## config.mk

```make
export PLATFORM = sky130hd
export DESIGN_NAME = iter_shift_unit
export DESIGN_NICKNAME = d
export VERILOG_FILES = /design/src/rtl/iter_shift_pkg.sv /design/src/rtl/iter_shift_unit_step.sv /design/src/rtl/iter_shift_unit.sv
export SDC_FILE = /design/constraint.sdc
export NUM_CORES = 1
export LEC_CHECK = 0
export BUFFER_PORTS_ARGS = -buffer_cell sky130_fd_sc_hd__buf_2
export CAP_MARGIN = 20
export CELL_PAD_IN_SITES_DETAIL_PLACEMENT = 0
export CELL_PAD_IN_SITES_GLOBAL_PLACEMENT = 2
export CORE_MARGIN = 3
export CORE_UTILIZATION = 27
export CTS_BUF_LIST = sky130_fd_sc_hd__clkbuf_16
export DETAILED_ROUTE_END_ITERATION = 16
export PLACE_DENSITY_LB_ADDON = 0.1
export RECOVER_POWER = 50
export SLEW_MARGIN = 10
export SYNTH_ARGS = -nofsm -noshare
export SYNTH_HDL_FRONTEND = slang
export SYNTH_SLANG_ARGS = --single-unit
```

## constraint.sdc

```tcl
create_clock -name clk -period 1.45 [get_ports clk]
set_input_delay 0.145 -clock clk [delete_from_list [all_inputs] [get_ports clk]]
set_output_delay 0.145 -clock clk [all_outputs]
set_load 0.05 [all_outputs]
```

## src/rtl/iter_shift_pkg.sv

```systemverilog
// Shared operation codes and FSM state encoding for the iterative shifter.
package iter_shift_pkg;

    localparam logic [1:0] OP_SRL = 2'b00;
    localparam logic [1:0] OP_SLL = 2'b01;
    localparam logic [1:0] OP_SRA = 2'b10;
    localparam logic [1:0] OP_ROR = 2'b11;

    typedef enum logic [1:0] {
        S_IDLE  = 2'b00,
        S_SHIFT = 2'b01,
        S_DONE  = 2'b10
    } state_e;

endpackage

```

## src/rtl/iter_shift_unit_step.sv

```systemverilog
// Combinational one-position shifter: per-bit neighbour select plus an MSB fill
// that supplies zero, the sign bit, or the wrapped LSB depending on the operation.
module shift_step #(
    parameter int N = 8
) (
    input  logic [N-1:0] d,
    input  logic [1:0]   op,
    output logic [N-1:0] q
);
    import iter_shift_pkg::*;

    logic msb_fill;

    always_comb begin
        msb_fill = 1'b0;
        case (op)
            OP_SRA:  msb_fill = d[N-1];
            OP_ROR:  msb_fill = d[0];
            default: msb_fill = 1'b0;
        endcase
    end

    // Left shift pulls from the lower neighbour; every right-type op pulls from the upper one.
    for (genvar i = 0; i < N; i++) begin : g_bit
        if (i == N-1) begin : g_msb
            assign q[i] = (op == OP_SLL) ? d[i-1] : msb_fill;
        end else if (i == 0) begin : g_lsb
            assign q[i] = (op == OP_SLL) ? 1'b0 : d[i+1];
        end else begin : g_mid
            assign q[i] = (op == OP_SLL) ? d[i-1] : d[i+1];
        end
    end

endmodule

```

## src/rtl/iter_shift_unit.sv

```systemverilog
// Multi-cycle shifter: moves the operand one bit per clock under a small
// IDLE/SHIFT/DONE controller with a start/busy/done handshake.
module iter_shift_unit #(
    parameter  int N  = 8,
    localparam int SW = $clog2(N)
) (
    input  logic          clk,
    input  logic          rst_n,
    input  logic          start,
    input  logic [1:0]    op,
    input  logic [SW-1:0] shamt,
    input  logic [N-1:0]  a,
    output logic          busy,
    output logic          done,
    output logic [N-1:0]  result
);
    import iter_shift_pkg::*;

    state_e        state_q, state_d;
    logic [SW-1:0] cnt_q, cnt_d;
    logic [N-1:0]  data_q, data_d;
    logic [1:0]    op_q, op_d;
    logic [N-1:0]  result_q, result_d;
    logic [N-1:0]  step_data;

    shift_step #(.N(N)) u_step (
        .d  (data_q),
        .op (op_q),
        .q  (step_data)
    );

    always_ff @(posedge clk) begin
        if (!rst_n) begin
            state_q  <= S_IDLE;
            cnt_q    <= '0;
            data_q   <= '0;
            op_q     <= OP_SRL;
            result_q <= '0;
        end else begin
            state_q  <= state_d;
            cnt_q    <= cnt_d;
            data_q   <= data_d;
            op_q     <= op_d;
            result_q <= result_d;
        end
    end

    // The count reaching zero means the data register already holds the final value.
    always_comb begin
        state_d  = state_q;
        cnt_d    = cnt_q;
        data_d   = data_q;
        op_d     = op_q;
        result_d = result_q;
        case (state_q)
            S_IDLE: begin
                if (start) begin
                    data_d  = a;
                    cnt_d   = shamt;
                    op_d    = op;
                    state_d = S_SHIFT;
                end
            end
            S_SHIFT: begin
                if (cnt_q == '0) begin
                    result_d = data_q;
                    state_d  = S_DONE;
                end else begin
                    data_d = step_data;
                    cnt_d  = cnt_q - SW'(1);
                end
            end
            S_DONE: begin
                state_d = S_IDLE;
            end
            default: begin
                state_d = S_IDLE;
            end
        endcase
    end

    assign busy   = (state_q != S_IDLE);
    assign done   = (state_q == S_DONE);
    assign result = result_q;

endmodule

```

Word-level counts from Yosys, hierarchy flattened
Index checks and enable logic that the tools add are counted.
- word-level logic and storage cells: 43
- output and inout port bits: 10
- input bits: 16
- register bits after elaboration: 23
- reductions and logical operators: 9
- muxes and demuxes: 18
- equal/unequal tests: 9
- add/sub/neg operators: 1
- operator list (kind ; number):
    8-bit two-way mux ; 2
    8-bit case mux with 2 select lines ; 1
    1-bit two-way mux ; 8
    2-bit == test (second input constant) ; 3
    3-bit two-way mux ; 2
    2-bit inequality test (second input constant) ; 3
    3-bit case mux with 2 select lines ; 1
    2-bit AND reduction ; 3
    2-bit by 1-bit == test with 1-bit output (second input constant) ; 2
    2-bit two-way mux ; 2
    2-bit case mux with 2 select lines ; 1
    4-bit AND reduction ; 1
    2-bit nonzero test ; 2
    3-bit zero test ; 1
    3-bit by 2-bit inequality test with 1-bit output (second input constant) ; 1
    3-bit AND reduction ; 1
    3-bit by 1-bit subtractor with 3-bit output (second input constant) ; 1
    2-bit zero test ; 1
    1-bit case mux with 2 select lines ; 1

Depth between registers and ports, before layout
Gate-level depths: netlist of the first run.
- depth in word-level cells: 5
- mapped depth: 7
- gate-level depth less buffers: 6

By module
A second synthesis of the first run with hierarchy kept.
- cell total of the unflattened synthesis: 101
- area total of the unflattened synthesis: 1143.6 µm²
- modules (own cells, without submodules) (module ; area an instance (µm²) ; cells an instance ; times used ; sequential area each (µm²)):
    iter_shift_unit ; 1001.0 ; 89 ; 1 ; 460.4
    shift_step ; 142.6 ; 12 ; 1 ; 0.0

Least setup slack after synthesis of the first run
No wires, ideal clock.
- kind: register to register
- from: reg cnt_q[0]
- to: reg cnt_q[2]
- period minus slack after synthesis: 1.552 ns
- setup time: 0.117 ns
- stages on the path, launching flop included: 8
- path buffers: 1
- data required time: 1.333 ns
- path slack: -0.102 ns
- data arrival time: 1.435 ns
- cells stage by stage: dfxtp_1 -> inv_1 -> ha_1 -> nor2b_1 -> a211oi_2 -> buf_4 -> o21ai_1 -> a32o_1
- word-level cells in the longest chain between the ends: 3
- elaborated cells between the ends (all ways): 6
- those cells by class: add/sub (1); eq/ne (1); mux (2); reduce/logical (2)
- RTL lines (what ; line ; text):
    start: declaration ; iter_shift_unit.sv:20 ; logic [SW-1:0] cnt_q, cnt_d;
    start signal: assignment ; iter_shift_unit.sv:41 ; cnt_q <= cnt_d;
    3-bit by 1-bit subtractor with 3-bit output or 3-bit zero test (tied branches) ; iter_shift_unit.sv:70, iter_shift_unit.sv:65 ;
    3-bit two-way mux or 2-bit inequality test (tied branches) ; n/a ;
    3-bit case mux with 2 select lines or 3-bit AND reduction (tied branches) ; n/a ;
Several ways; a longest one is shown, not always the timed one. The select of a mux whose other input is x is not followed.
A chain may end at the register's enable or synchronous reset.

Worst setup path in the final report of the first run
- from: reg cnt_q[1]
- to: reg data_q[6]
- word-level cells in the longest chain between the ends: 3
- RTL lines (what ; line ; text):
    3-bit zero test ; iter_shift_unit.sv:65 ; if (cnt_q == '0) begin
    2-bit inequality test (no line) ; n/a ;
    3-bit AND reduction (no line) ; n/a ;
    end signal: assignment ; iter_shift_unit.sv:42 ; data_q <= data_d;
    end: declaration ; iter_shift_unit.sv:21 ; logic [N-1:0] data_q, data_d;
No other way between the ends.

==> results of run 1 <==
final cells by class:
class	instances	area [µm²]
fillers	423	2320
multi-input cells	105	644
flip-flops and latches	23	463
repair buffers	41	250
clock buffers	3	75.1
well taps	48	60.1
inverters	2	7.51
clock inverters	1	3.75
what timing repair did:
action                                  4_1_cts  5_1_grt
pin swaps                                     1        2
endpoints found under the setup margin       10       18
gates cloned                                  1        0
gates resized for setup                       8        4
setup buffers                                 5        0
routing by layer:
metal | GRT usage [%] | vias to the layer above | part of all wire [%]
met4 | 4.47 | 0 | 0.56
met3 | 2.45 | 2 | 3.6
met5 | 0 | - | 0
met2 | 20.4 | 18 | 48
li1 | - | 548 | -
met1 | 16.4 | 486 | 48
per-stage QoR:
step | util [%] | worst slack (ps)
after floorplan | - | -4.83
after global placement | 35.3 | 11.0
after detailed placement | 35.3 | -41.2
after CTS | 39.1 | -50.9
after global routing | 39.3 | -147
final | 39.3 | -71.4
critical path: stages, from the launching register on:
cell and delay, ps:
dfxtp_2 330, inv_2 50, ha_4 140, nor2b_4 130
a211oi_4 270, buf_6 150, buf_6 110, o211ai_1 80
o22ai_1 180
cell families after synthesis:
logic type                 count (synthesis)  synth area share (%)
and+or+nand+nor                           69                  29.7
AOI/OAI and AO/OA                         31                  20.0
DFF                                       23                  41.2
buffers and inverters                     10                  4.03
muxes                                      3                  2.80
adders and majority gates                  2                  2.24
final timing paths:
check | from | to | cells past startpoint
setup / recovery | cnt_q[1]$_SDFFE_PN0P_ | data_q[6]$_SDFFE_PN0P_ | 8
hold / removal | op[0] | op_q[0]$_SDFFE_PN0P_ | 3
setup reg to reg | cnt_q[1]$_SDFFE_PN0P_ | data_q[6]$_SDFFE_PN0P_ | 8
hold reg to reg | result[4]$_SDFFE_PN0P_ | result[4]$_SDFFE_PN0P_ | 2
flip-flops by register name, summed over array words and instances, names as in the netlist:
register,count
cnt_q,3
op_q,2
data_q,8
result,8
state_q,2
cell usage in the layout, fill, tap and decap left out:
cell | synthesis | final
clkbuf_16 | 0 | 3
inv_1 | 2 | 1
a21boi_1 | 9 | 9
mux2i_1 | 2 | 2
or2_2 | 1 | 1
and2_4 | 0 | 1
nand3b_1 | 1 | 1
dfxtp_1 | 23 | 21
and3b_1 | 1 | 1
nor2_1 | 1 | 1
nand4_1 | 1 | 1
a21oi_1 | 2 | 2
dfxtp_2 | 0 | 2
ha_4 | 0 | 1
nand2b_1 | 3 | 3
nor2b_4 | 0 | 1
o21ai_1 | 2 | 2
buf_6 | 0 | 4
a31oi_1 | 1 | 1
or3b_1 | 1 | 1
nand2_1 | 41 | 40
clkbuf_1 | 4 | 8
nor2b_1 | 6 | 5
buf_4 | 1 | 12
ha_1 | 2 | 1
nand3_1 | 2 | 2
inv_2 | 0 | 2
o211ai_1 | 7 | 7
a211oi_4 | 0 | 1
o211a_1 | 1 | 1
mux2_2 | 1 | 1
clkbuf_2 | 0 | 1
buf_2 | 3 | 16
o21a_1 | 1 | 1
o22ai_1 | 6 | 6
and2_1 | 3 | 2
and3_1 | 7 | 7
a32o_1 | 1 | 1
nand2_2 | 0 | 1
nor3b_1 | 1 | 1
power by group through the flow:
stage	sequential (W)	combinational, W	clock, W
6_report	0.000781	0.000656	0.000610
3_5_place_dp	0.000792	0.000548	0
4_1_cts	0.000780	0.000642	0.000620
3_3_place_gp	0.000791	0.000539	0
5_1_grt	0.000796	0.000722	0.000649
2_1_floorplan	0.000817	0.000348	0
==> summary.txt, run 1 <==
Detailed routing
  • Final ANT Viol Nets: 0
  • # DRC: 0
  • Drt first pass iters: 4
  • DRT Wirelength: between 3000 and 4000 µm
  • Vias post-DR: between 1000 and 1500
  • WL per Instance: about 14 µm
  • Drt first-iter violations: 28
  • Drt via density: 4.73

Yosys
  • Most common cell in the netlist: nand2_1
  • Share of the synthesized area in the top cell type: 41.2%
  • Post-synth EDFFs: 0
  • Synth cell count leaders: 41 x nand2_1, 23 x dfxtp_1, 9 x a21boi_1
  • Sequential share of the synthesized area: 41.2%
  • Netlist cell types: 31
  • Top_reg_cell synth: dfxtp_1
  • #FFs+latches synth: 23
  • Gate Count Post-Synth: 138
  • Ys async rst share: 0%
  • Syn Std Cell Area: 1120 µm²
  • Syn_nets: 156
  • Post-Syn Area per Cell: 8.10 µm²
  • Largest cells by area after synthesis: dfxtp_1 41%, nand2_1 14%, a21boi_1 6.0%, o211ai_1 4.7%, and3_1 3.9%
  • Yosys warns: 0
  • Largest area contributor in the netlist: dfxtp_1

Place
  • Dpl cell area: 1350 µm²
  • Final Wtd Congestion: 0.725
  • Post-DP HPWL: 2060 µm
  • Placed cell count: approximately 210
  • Port buffer count: 25

Critical path
  • CP Capture Type: flop
  • Startpoint types: flop
  • Required @ worst endpoint: 1630 ps
  • Kind of critical path: reg2reg
  • Reg-to-reg setup timing slack: -70 ps
  • Crit path arrival time: 1700 ps
  • Worst-path fanout max: 5

Power and ir drop
  • Net Sw Power: 0.000660 W
  • Leak pwr: 0.626 nW
  • VDD IR max: 0.482 mV
  • Net Sw Frac: 32.2%
  • Clock power share: 29.8%
  • Total power: 0.00205 W
  • PD cells: around 1400 nW/µm²
  • Sequential group share of total power: 38.2%
  • Int Power: 0.00139 W
  • Logic gate share of total power: 32.1%

Hold path
  • HP Class: in2reg

Clock tree
  • Hold Buf Count CTS: 0
  • TritonCTS clock tree: yes
  • Register clock-pin slew on the reported worst setup and hold paths: 60 ps
  • Longest Clk Path Bufs: 2
  • CTS Sinks: 23
  • Clk root buf: clkbuf_16
  • Clk Latency, worst-skew pair: 260 ps
  • H-tree levels: 1
  • TritonCTS Buffers: 3

Timing
  • Slew headroom: between 50% and 60%
  • Fin Hold WS: 148 ps
  • Peak Freq: about 660 MHz
  • Final hold violations: 0
  • Final slew viol count: 0
  • Final setup margin: -71.4 ps
  • Setup TNS: -355 ps
  • Tmin final: roughly 1500 ps
  • Worst clock skew: about 1.6 ps
  • Final Cycle Share: 105%
  • Final Setup Violations: 6
  • Worst-Margin Slew: a little over 600 ps
  • Unrepaired setup endpoints after global routing: yes

Layout
  • ANT cells: 0
  • Nets: 194
  • Final non-filler cell total: 223
  • Cell area after layout: 1500 µm²
  • Syn-to-layout area delta: 34.6%
  • Share of cells above drive strength 1: 26.9%

Die
  • Die area: between 4000 and 5000 µm²
  • IO Pins: 26
  • Die width: 70.3 µm
  • Die Y: 70.3 µm
  • Core area: 3830 µm²
  • Initial Util: 29.2%
  • Num rows: 22

Global routing
  • Number of global-route vias before repair: around 1000
  • Largest net degree at the start of global routing: 31
  • Antenna violations before repair: 0
  • Remaining global-route overflow: 0
  • GRT Util Overall: 12.6%
  • First-pass GRT wire length: 4930 µm

Status
  • Failing checks: setup timing
  • Status: finished, violations left

Flow run
  • Max Cap Viol: 0
No activity file was read; power rests on OpenSTA's default activity.
==> run 2: changes to the inputs <==
--- a/config.mk
+++ b/config.mk
@@ -15,6 +15,7 @@
 export DETAILED_ROUTE_END_ITERATION = 16
 export PLACE_DENSITY_LB_ADDON = 0.1
 export RECOVER_POWER = 50
+export SKIP_LAST_GASP = 1
 export SLEW_MARGIN = 10
 export SYNTH_ARGS = -nofsm -noshare
 export SYNTH_HDL_FRONTEND = slang
==> run 2 against run 1 <==
Effect of this change: the run still ends with setup timing left; combinational power about the same; register-to-register slack about the same; utilization unchanged; sequential cell count unchanged; clock power about the same; critical path depth unchanged; global-route usage unchanged; first-iteration DRC count up 3.6%; clock skew up 0.69 ps; non-clock buffer count unchanged; via count down 0.38%; critical path type unchanged; critical endpoint unchanged; largest power group unchanged.
==> summary.txt, run 2 (same netlist as run 1, synthesis figures left out) <==
Status
  • Status: finished, violations left
  • Failing checks: setup timing

Critical path
  • CP Cell Sequence: inv_2 -> ha_4 -> nor2b_4 -> a211oi_4 -> buf_6 -> buf_6 -> o211ai_1 -> o22ai_1
  • Worst-path fanout max: 5
  • Crit path arrival time: between 1500 and 2000 ps
  • Startpoint types: flop
  • CP most frequent cell: buf_6
  • Reg-to-reg setup timing slack: -70 ps
  • Crit-path slowest cell: dfxtp_2
  • CP bufs+invs: 3
  • Max incr delay on CP: 330 ps
  • Required @ worst endpoint: 1630 ps
  • Worst path top cell family by delay: compound AO/OA/AOI/OAI gates
  • Kind of critical path: reg2reg
  • Worst r2r src: cnt_q[1]$_SDFFE_PN0P_
  • Reg-to-Reg End: data_q[6]$_SDFFE_PN0P_
  • Worst r2r path cells: 8
  • CP Capture Type: flop

Clock tree
  • TritonCTS clock tree: yes
  • Longest Clk Path Bufs: 2
  • H-tree levels: 1
  • Clk Latency, worst-skew pair: 260 ps
  • TritonCTS Buffers: 3
  • Register clock-pin slew on the reported worst setup and hold paths: 60 ps
  • CTS Sinks: 23
  • Clk root buf: clkbuf_16

Flow run
  • Max Cap Viol: 0

Die
  • Die Y: between 70 and 80 µm
  • Initial Util: 29.2%
  • Num rows: 22
  • Core area: around 3800 µm²
  • Die area: roughly 5000 µm²
  • Die width: 70.3 µm
  • IO Pins: 26

Layout
  • Fin util: about two fifths
  • Most common cell after layout, fill and taps aside: nand2_1
  • ANT cells: 0
  • Share of cells above drive strength 1: 26.9%
  • Cell area after layout: 1500 µm²
  • Nets: between 150 and 200
  • Fillers: between 400 and 500
  • Syn-to-layout area delta: 34.6%
  • Commonest cells after routing, fill and taps aside: 40 x nand2_1, 21 x dfxtp_1, 16 x buf_2

Global routing
  • First-pass GRT wire length: slightly below 5000 µm
  • Remaining global-route overflow: 0
  • Number of global-route vias before repair: 1019
  • Antenna violations before repair: 0
  • Largest net degree at the start of global routing: 31
  • GRT Util Overall: 12.6%

Power and ir drop
  • Logic gate share of total power: 32.0%
  • Net Sw Power: 0.000663 W
  • Net Sw Frac: 32.3%
  • Clock power share: 29.9%
  • Leak pwr: 0.626 nW
  • PD cells: 1360 nW/µm²
  • VDD IR max: around 0.48 mV
  • Int Power: ~0.0014 W
  • Sequential group share of total power: 38.1%

Detailed routing
  • Vias post-DR: 1050
  • Drt first pass iters: 4
  • # DRC: 0
  • DRT Wirelength: just over 3000 µm
  • Final ANT Viol Nets: 0
  • Drt via density: approximately 4.7
  • WL per Instance: 13.6 µm
  • Drt first-iter violations: 29

Hold path
  • HP Class: in2reg
  • Hold path depth: 3
  • Worst hold endpoint: op_q[0]$_SDFFE_PN0P_
  • Min-delay src: op[0]

Place
  • Post-DP HPWL: between 2000 and 2500 µm
  • Dpl cell area: 1350 µm²
  • DP Worst Slack: -41.2 ps
  • Final Wtd Congestion: 0.725
  • Port buffer count: 25

Timing
  • Slew headroom: 59.6%
  • Worst-Margin Slew: 609 ps
  • Peak Freq: 657 MHz
  • Setup TNS: -354 ps
  • Worst clock skew: between 2 and 2.5 ps
  • Final Cycle Share: 105%
  • Final slew viol count: 0
  • Final hold violations: 0
  • Tmin final: 1520 ps
  • Final Setup Violations: 6
  • Unrepaired setup endpoints after global routing: yes
  • Final setup margin: -71.4 ps
[run 2: cell counts in the layout (fill, tap and decap cells not counted)]
Identical to the previous run, type by type.
[run 2: area by class of cell]
type	count	area [µm²]	share of cell area, %
clock inverters	1	3.75	0.250
flip-flops and latches	23	463	30.8
repair buffers	41	250	16.6
multi-input cells	105	644	42.8
inverters	2	7.51	0.499
clock buffers	3	75.1	4.99
well taps	48	60.1	3.99
[run 2: power groups by stage]
stage,Combinational [W],Sequential (W),Clock [W]
floorplan,0.000348,0.000817,0
global placement,0.000539,0.000791,0
detailed placement,0.000548,0.000792,0
CTS,0.000642,0.000780,0.000620
global route,0.000722,0.000796,0.000649
finish,0.000657,0.000781,0.000613
[run 2: what timing repair did]
item,CTS,global route
hold buffers,0,0
pin swaps,1,1
endpoints found under the hold margin,0,0
cloned,1,0
gates resized for setup,8,4
endpoints found under the setup margin,10,18
buffers inserted,5,0
[run 2: worst reg2reg max path: stages, from the launching register on]
cell	delay, ps
dfxtp_2	330
inv_2	50
ha_4	140
nor2b_4	130
a211oi_4	270
buf_6	150
buf_6	110
o211ai_1	80
o22ai_1	180
[run 2: worst max path at each step]
stage | endpoint | start | cells past startpoint
final | data_q[6]$_SDFFE_PN0P_ | cnt_q[1]$_SDFFE_PN0P_ | 8
after global routing | data_q[4]$_SDFFE_PN0P_ | cnt_q[0]$_SDFFE_PN0P_ | 8
after CTS | data_q[6]$_SDFFE_PN0P_ | cnt_q[0]$_SDFFE_PN0P_ | 8
after detailed placement | cnt_q[2]$_SDFFE_PN0P_ | cnt_q[1]$_SDFFE_PN0P_ | 7
after global placement | cnt_q[2]$_SDFFE_PN0P_ | cnt_q[1]$_SDFFE_PN0P_ | 7
after floorplan | cnt_q[2]$_SDFFE_PN0P_ | cnt_q[0]$_SDFFE_PN0P_ | 7
[run 2: per-stage QoR]
| step | std cells | total power [W] | hold WS, ps |
|---|---|---|---|
| 3_5_place_dp | 213 | 0.00134 | 418 |
| 5_1_grt | 223 | 0.00217 | 182 |
| 4_1_cts | 223 | 0.00204 | 147 |
| 6_report | 223 | 0.00205 | 148 |
| 2_1_floorplan | 138 | 0.00117 | 299 |
| 3_3_place_gp | 213 | 0.00133 | 403 |
[run 2: metal layers]
layer  part of all wire, %  vias to the layer above  GRT usage [%]
met5                     0                        -              0
met4                  0.56                        0           4.47
met3                   3.6                        2           2.45
met2                    48                       16           20.4
met1                    48                      484           16.4
li1                      -                      548              -
==> run 3: changes to the inputs <==
--- a/config.mk
+++ b/config.mk
@@ -13,7 +13,7 @@
 export CORE_UTILIZATION = 27
 export CTS_BUF_LIST = sky130_fd_sc_hd__clkbuf_16
 export DETAILED_ROUTE_END_ITERATION = 16
-export PLACE_DENSITY_LB_ADDON = 0.1
+export PLACE_DENSITY = 0.8
 export RECOVER_POWER = 50
 export SKIP_LAST_GASP = 1
 export SLEW_MARGIN = 10
==> run 3 against run 2 <==
Effect of this change: the flow still finishes with violations (setup timing); non-clock buffer count fell by 3; first-iteration DRC count rose by 41%; wire length fell by 3.3%; clock power fell by 4.1%; critical path depth did not move; critical path type unchanged.
==> summary.txt, run 3 (same netlist as run 1, synthesis figures left out) <==
Status
  • Status: finished, violations left
  • Failing checks: setup timing

Timing
  • Final setup margin: -44.3 ps
  • Final hold violations: 0
  • Unrepaired setup endpoints after global routing: yes
  • Final Setup Violations: 9
  • Tmin final: 1490 ps
  • Final slew viol count: 0
  • Worst clock skew: 2.25 ps
  • Slew headroom: roughly 60%
  • Final Cycle Share: 103%
  • Worst-Margin Slew: 598 ps
  • Peak Freq: around 670 MHz

Clock tree
  • H-tree levels: 1
  • Register clock-pin slew on the reported worst setup and hold paths: 60 ps
  • Clk root buf: clkbuf_16
  • Hold Buf Count CTS: 0
  • TritonCTS Buffers: 3
  • Longest Clk Path Bufs: 2
  • CTS Sinks: 23
  • TritonCTS clock tree: yes
  • Clk Latency, worst-skew pair: between 200 and 300 ps

Die
  • Die area: 4950 µm²
  • Die width: 70.3 µm
  • Num rows: 22
  • Core area: around 3800 µm²
  • IO Pins: 26
  • Die Y: 70.3 µm
  • Initial Util: between 20% and 30%

Critical path
  • Required @ worst endpoint: between 1500 and 2000 ps
  • Reg-to-Reg End: data_q[7]$_SDFFE_PN0P_
  • Startpoint types: flop
  • Kind of critical path: reg2reg
  • Worst r2r src: cnt_q[0]$_SDFFE_PN0P_
  • Reg-to-reg setup timing slack: -40 ps
  • Worst r2r path cells: 8
  • Crit path capture: data_q[7]$_SDFFE_PN0P_
  • CP Capture Type: flop
  • Critical Path Start: cnt_q[0]$_SDFFE_PN0P_
  • Crit path arrival time: 1690 ps
  • Worst-path fanout max: 4

Place
  • Dpl cell area: ~1300 µm²
  • DP Worst Slack: -30.5 ps
  • Post-DP HPWL: 2050 µm
  • Port buffer count: 25
  • Final Wtd Congestion: 0.731
  • Placed cell count: 211

Detailed routing
  • Vias post-DR: 1069
  • WL per Instance: 13.3 µm
  • # DRC: 0
  • DRT Wirelength: 2930 µm
  • Drt first pass iters: 4
  • Final ANT Viol Nets: 0
  • Drt first-iter violations: 41
  • Drt via density: 4.86

Power and ir drop
  • Net Sw Frac: 31.6%
  • PD cells: between 1000 and 1500 nW/µm²
  • Leak pwr: 0.608 nW
  • Clock power share: slightly below 30%
  • Logic gate share of total power: a little over 30%
  • Sequential group share of total power: 39.6%
  • Net Sw Power: 0.000634 W
  • VDD IR max: 0.414 mV
  • Int Power: 0.00137 W

Layout
  • Nets: between 150 and 200
  • Commonest cells after routing, fill and taps aside: 41 x nand2_1, 21 x dfxtp_1, 17 x buf_2
  • ANT cells: 0
  • Syn-to-layout area delta: 32.8%
  • Share of cells above drive strength 1: 26.2%
  • Cell area after layout: 1480 µm²
  • Most common cell after layout, fill and taps aside: nand2_1
  • Final non-filler cell total: 220
  • Fin util: about two fifths

Global routing
  • First-pass GRT wire length: 4530 µm
  • Remaining global-route overflow: 0
  • GRT Util Overall: 11.6%
  • Largest net degree at the start of global routing: 31
  • Number of global-route vias before repair: roughly 960
  • Antenna violations before repair: 0

Hold path
  • HP Class: in2reg

Flow run
  • Max Cap Viol: 0
run 3: cell types whose count changed in the layout (fill, tap and decap cells not counted), sizes merged:
| cell | before | now |
|---|---|---|
| buf | 32 | 29 |
run 3: repair_timing:
action | 4_1_cts | 5_1_grt
buffers inserted | 2 | 2
gates cloned | 0 | 1
resized for setup | 2 | 10
setup endpoints to repair | 8 | 19
run 3: metal layers:
| layer | share of wire, % | track usage [%] | vias to the layer above |
|---|---|---|---|
| li1 | - | - | 541 |
| met1 | 47 | 15.2 | 503 |
| met2 | 47 | 17.5 | 23 |
| met3 | 4.2 | 2.45 | 2 |
| met4 | 1.3 | 6.38 | 0 |
| met5 | 0 | 0 | - |
run 3: worst min path at each step:
| stage | cells past startpoint | slack (ps) | startpoint | end |
|---|---|---|---|---|
| final | 3 | 160 | op[0] | op_q[0]$_SDFFE_PN0P_ |
| after global routing | 3 | 170 | op[1] | op_q[1]$_SDFFE_PN0P_ |
| after CTS | 3 | 160 | a[0] | data_q[0]$_SDFFE_PN0P_ |
| after detailed placement | 3 | 430 | a[0] | data_q[0]$_SDFFE_PN0P_ |
| after global placement | 3 | 400 | op[1] | op_q[1]$_SDFFE_PN0P_ |
| after floorplan | 2 | 300 | a[0] | data_q[0]$_SDFFE_PN0P_ |
run 3: stage by stage:
stage,total power [W],hold WS [ps],TNS [ps]
final,0.00200,155,-201
after global routing,0.00211,165,-1140
after detailed placement,0.00133,426,-95.0
after floorplan,0.00117,299,-4.83
after global placement,0.00132,401,0
after CTS,0.00195,156,-95.9
run 3: cell type report:
class,instances,area [µm²]
fill,410,2340
multi-input combinational,105,654
sequential,23,463
timing repair buffer,38,220
clock buffer,3,75.1
tap,48,60.1
inverter,2,7.51
clock inverter,1,3.75
run 3: power by group through the flow:
stage | sequential [W] | clock [W] | combinational (W)
after CTS | 0.000788 | 0.000602 | 0.000557
after detailed placement | 0.000801 | 0 | 0.000533
after global placement | 0.000799 | 0 | 0.000521
after floorplan | 0.000817 | 0 | 0.000348
after global routing | 0.000803 | 0.000625 | 0.000683
final | 0.000794 | 0.000588 | 0.000621
run 3: critical path, cell delays in order (launching register included):
cell	delay, ps
dfxtp_2	340
inv_2	50
ha_4	140
nor2b_4	130
a211oi_4	270
buf_4	170
buf_6	100
a21oi_2	40
and3b_1	190
